File: config.mk
export PLATFORM = sky130hd
export DESIGN_NAME = assertion_fabric_cfg_ctrl
export DESIGN_NICKNAME = d
export VERILOG_FILES = /design/src/rtl/assertion_fabric_cfg_ctrl.sv
export SDC_FILE = /design/constraint.sdc
export NUM_CORES = 2
export LEC_CHECK = 0
export ABC_AREA = 1
export BUFFER_PORTS_ARGS = -buffer_cell sky130_fd_sc_hd__buf_2
export CORE_ASPECT_RATIO = 0.75
export CORE_MARGIN = 5
export CORE_UTILIZATION = 30
export DETAILED_ROUTE_END_ITERATION = 10
export GPL_TIMING_DRIVEN = 0
export SETUP_SLACK_MARGIN = 0.5
export SYNTH_ARGS = -nofsm -noshare
export SYNTH_HDL_FRONTEND = slang
export SYNTH_SLANG_ARGS = --single-unit
File: constraint.sdc
create_clock -name clk -period 3.58 [get_ports clk]
set_input_delay 0.179 -clock clk [delete_from_list [all_inputs] [get_ports clk]]
set_output_delay 0.179 -clock clk [all_outputs]
set_load 0.02 [all_outputs]
File: src/rtl/assertion_fabric_cfg_ctrl.sv
// Assertion-fabric configuration controller: the host fills a shadow bank, and a commit copies it
// atomically to the fabric, flushes the fabric, and enables it only if the fabric reports a valid config.
module assertion_fabric_cfg_ctrl #(
    parameter int NUM_WORDS    = 40,
    parameter int ADDR_W       = 6,
    parameter int FLUSH_CYCLES = 4
) (
    input  logic                    clk,
    input  logic                    rst,
    input  logic                    wr_valid,
    output logic                    wr_ready,
    input  logic [ADDR_W-1:0]       wr_addr,
    input  logic [31:0]             wr_data,
    input  logic                    commit_req,
    output logic                    commit_ack,
    output logic                    commit_ok,
    input  logic                    cfg_invalid_i,
    output logic [NUM_WORDS*32-1:0] cfg_active,
    output logic                    fabric_rst,
    output logic                    fabric_enable,
    output logic                    busy,
    output logic                    addr_err
);

    localparam int              CNT_W = (FLUSH_CYCLES > 1) ? $clog2(FLUSH_CYCLES) : 1;
    localparam logic [ADDR_W:0] NW    = (ADDR_W + 1)'(NUM_WORDS);

    typedef enum logic [2:0] {
        S_IDLE, S_RUN, S_ERROR, S_COMMIT, S_FLUSH, S_CHECK
    } state_e;

    state_e                         state_q, state_d;
    logic [CNT_W-1:0]               cnt_q, cnt_d;
    logic [NUM_WORDS-1:0][31:0]     shadow_q, shadow_d;
    logic [NUM_WORDS-1:0][31:0]     active_q, active_d;
    logic                           ack_q, ack_d;
    logic                           ok_q, ok_d;
    logic                           frst_q, frst_d;
    logic                           fen_q, fen_d;
    logic                           aerr_q, aerr_d;
    logic                           busy_c;
    logic                           wr_fire;

    assign busy_c  = (state_q == S_COMMIT) || (state_q == S_FLUSH) || (state_q == S_CHECK);
    assign wr_fire = wr_valid && !busy_c;

    always_comb begin
        state_d  = state_q;
        cnt_d    = cnt_q;
        shadow_d = shadow_q;
        active_d = active_q;
        ack_d    = 1'b0;
        ok_d     = ok_q;
        aerr_d   = aerr_q;

        // Shadow writes are blocked while a commit is in flight so the copied bank is stable.
        if (wr_fire) begin
            if ({1'b0, wr_addr} < NW) shadow_d[wr_addr] = wr_data;
            else                      aerr_d = 1'b1;
        end

        case (state_q)
            S_IDLE, S_RUN, S_ERROR: begin
                if (commit_req) state_d = S_COMMIT;
            end
            S_COMMIT: begin
                active_d = shadow_q;
                cnt_d    = CNT_W'(FLUSH_CYCLES - 1);
                state_d  = S_FLUSH;
            end
            S_FLUSH: begin
                if (cnt_q == '0) state_d = S_CHECK;
                else             cnt_d   = cnt_q - CNT_W'(1);
            end
            S_CHECK: begin
                ack_d = 1'b1;
                if (cfg_invalid_i) begin
                    state_d = S_ERROR;
                    ok_d    = 1'b0;
                end else begin
                    state_d = S_RUN;
                    ok_d    = 1'b1;
                end
            end
            default: state_d = S_IDLE;
        endcase

        // Fabric controls are registered from the next state so they line up with the state itself.
        frst_d = !((state_d == S_RUN) || (state_d == S_CHECK));
        fen_d  = (state_d == S_RUN);
    end

    always_ff @(posedge clk or negedge rst) begin
        if (!rst) begin
            state_q  <= S_IDLE;
            cnt_q    <= '0;
            shadow_q <= '0;
            active_q <= '0;
            ack_q    <= 1'b0;
            ok_q     <= 1'b0;
            frst_q   <= 1'b1;
            fen_q    <= 1'b0;
            aerr_q   <= 1'b0;
        end else begin
            state_q  <= state_d;
            cnt_q    <= cnt_d;
            shadow_q <= shadow_d;
            active_q <= active_d;
            ack_q    <= ack_d;
            ok_q     <= ok_d;
            frst_q   <= frst_d;
            fen_q    <= fen_d;
            aerr_q   <= aerr_d;
        end
    end

    assign wr_ready      = !busy_c;
    assign busy          = busy_c;
    assign commit_ack    = ack_q;
    assign commit_ok     = ok_q;
    assign cfg_active    = active_q;
    assign fabric_rst    = frst_q;
    assign fabric_enable = fen_q;
    assign addr_err      = aerr_q;

endmodule
==> impl_metrics.tcl <==
set metrics [dict create \
    die_h_um 508 \
    min_period_ns 3.30 \
    period_share 0.922 \
    synthTopCellsByCount "dfrtp_1, nand2_1, mux2_2" \
    max_freq_ghz 0.303 \
    area.growth.synth_to_final_pct 22.8 \
    cp-start-kind "primary input" \
    synthTopCellsByArea "dfrtp_1, mux2_2, nand2_1, nand4_1, o21ai_0" \
    drv_cap 11 \
    run_status "complete, but fails checks" \
    synth_area_leader_cell "dfrtp_1" \
    leakage_nw 65.2 \
    worst_slew_pin_slew_ns 1.60 \
    rows 182 \
    final_cells 14982 \
    antenna_found_initial 46 \
    setup_violations 0 \
    port_buffers 1296 \
    drtIter0Drc 8502 \
    grt_pass1_wl_mm 581 \
    synth_edf_count 0 \
    synth_most_common_cell "dfrtp_1" \
    dieArea_sq_um 342000 \
    ir_worst_vdd_v 0.000641 \
    fill_cells 32772 \
    dieWidth_um 674 \
    p_total_mw 114 \
    syn-num-nets 8755 \
    start_util 0.302 \
    r2r_start "state_q[2]$_DFF_PN0_" \
    min_path_cells 3 \
    grt_pass1_vias 72316 \
    avgSynthCellArea_sq_um 11.4 \
    slew_headroom -0.0652 \
    cts.sinks 2570 \
    powerDensity_nw_per_um2 935 \
    skew_ns 0.0807 \
    area.sequential_sq_um 64300 \
    core_area_sq_um 328000 \
    rrSetupSlack_ns 0.62 \
    postRouteAntennaNets 0 \
    drcViolationCount 0 \
    yosysSeqAreaShare 0.649 \
    yosysWarnings 0 \
    viasPerCell 5.06 \
    multi_input_area_sq_um 30400 \
    dp_hpwl_mm 314 \
    synth_seq_cells 2570 \
    slew_violations 89 \
    r2r-end "shadow_q[78]$_DFFE_PN0P_" \
    cp.required_ns 4.27 \
    syn_area_sq_um 99100 \
    wl_per_cell_um 28.4 \
    hold_class "in -> reg" \
    synth_top_area_share 0.649 \
    cp_max_fo 10 \
    finalHoldWorstSlack_ns 0.0443 \
    crit_start "wr_addr[0]" \
    crit_arrival_ns 4.00 \
    synthArstFlopShare 1.00 \
    min_from "wr_data[30]" \
    drive_gt1_frac 0.306 \
    failed_checks "max-capacitance violations, max-slew violations" \
    clk_path_buf_depth 4 \
    critPathCaptureType "flip-flop" \
    final_hold_viol_count 0 \
    rr_worst_depth 9 \
    cts_tree "yes" \
    nets 10393 \
    critPathKind "in -> reg" \
    io_pins 1330 \
    grtUsageTotal 0.239 \
    clk_latency_ns 0.86 \
    clk_pin_slew_ns 0.07 \
    vias 75805 \
    synth.distinct_cells 23 \
    rsz0062_at_grt "yes" \
    cts_buffers 273 \
    hold_end "shadow_q[990]$_DFFE_PN0P_" \
    grt_max_degree 160 \
    gp_congestion 0.888 \
    synthFlopType "dfrtp_1" \
    final_util 0.371 \
    gr-total-overflow 0 \
    clockRootBuffer "clkbuf_16" \
    dp_cells 14448 \
    wl_mm 425 \
    synthCells 8711 \
    drt-pass1-iter-count 6 \
    htree_levels 5 \
]
==> power breakdown <==
part           internal [mW]  switching, mW
combinational           13.2           27.0
clock                   16.5           12.4
sequential              38.4           6.21
total                   68.2           45.6
==> per-layer routing <==
metal  wire length [um]  GRT usage
met1             178000      0.326
met2             182000      0.346
met3              41200     0.0718
met4              24400      0.114
met5                 93          0
==> how the worst max path moves through the flow <==
stage / endpoint / cells after the start / slack, ns
6_report: shadow_q[452]$_DFFE_PN0P_ / 8 / 0.28
5_1_grt: shadow_q[1060]$_DFFE_PN0P_ / 8 / 0.48
4_1_cts: shadow_q[418]$_DFFE_PN0P_ / 8 / 0.47
3_5_place_dp: shadow_q[1228]$_DFFE_PN0P_ / 8 / -1.76
3_3_place_gp: cfg_active[81]$_DFFE_PN0P_ / 1 / -57.68
2_1_floorplan: cfg_active[100]$_DFFE_PN0P_ / 7 / 1.84
==> sequential cells by signal, summed over array words and instances (netlist names) <==
signal         count
addr_err           1
cfg_active      1280
cnt_q              2
commit_ack         1
commit_ok          1
fabric_enable      1
fabric_rst         1
shadow_q        1280
state_q            3
==> layout by cell type (no fill, tap or decap), types with 5 or more instances in the layout <==
cell type / instances
bufinv_16: 12
clkinvlp_4: 11
buf_16: 35
o21ai_1: 178
diode_2: 10
bufbuf_16: 6
nor2_2: 7
nor2_1: 37
inv_1: 364
nand2_2: 7
clkbuf_1: 457
nand4_1: 784
clkbuf_8: 56
nand3_1: 176
mux2_2: 1120
buf_2: 1538
buf_1: 20
buf_4: 18
inv_6: 11
dlygate4sd3_1: 15
o21ai_0: 340
clkbuf_16: 281
clkbuf_2: 45
clkinv_8: 5
dfrtp_1: 2569
clkinv_2: 37
buf_8: 8
nand2_1: 2388
nand4_2: 8
==> through the flow <==
stage          worst slack (ns)  area (sq um)  TNS, ns
6_report                  0.279        122000        0
5_1_grt                   0.481        122000        0
4_1_cts                   0.474        122000        0
3_5_place_dp              -1.76        112000  -646.65
3_3_place_gp             -57.68        111000        -
2_1_floorplan              1.84         99100        0
==> logic make-up (layout without fill, tap and decap cells) <==
kind of cell | count (synthesis) | in the layout | synth area share
AND/OR/NAND/NOR | 3410 | 3410 | 0.152
flip-flops | 2570 | 2570 | 0.649
multiplexers | 1120 | 1120 | 0.127
buffers and inverters | 1089 | 2934 | 0.0449
AO/OA/AOI/OAI | 521 | 521 | 0.0265
adder cells (fa/ha/maj) | 1 | 1 | 0.000126
other | 0 | 10 | 0
==> worst max-delay path, stage by stage <==
cell,delay (ns)
buf_2,0.13
inv_1,0.10
nand3_1,1.09
nor2_2,1.11
nand4_1,0.73
clkbuf_1,0.44
nand2_1,0.14
nand2_1,0.06
==> repair_timing <==
item                                   4_1_cts  5_1_grt
buffers inserted                             2        0
setup endpoints to repair                 1642      246
hold buffers                                27        4
gates resized for setup                     13       10
pin swaps                                    1        0
cloned                                       7        1
endpoints found under the hold margin      497       61
==> area by class of cell <==
cell class,instances,share of cell area
flip-flops and latches,2570,0.529
multi-input cells,5052,0.249
clock buffers,398,0.0658
repair buffers,1363,0.0655
well taps,4416,0.0454
plain buffers,724,0.0260
inverters,365,0.0113
clock inverters,84,0.00785
diodes,10,0.000206
(Power assumes the default switching activity.)
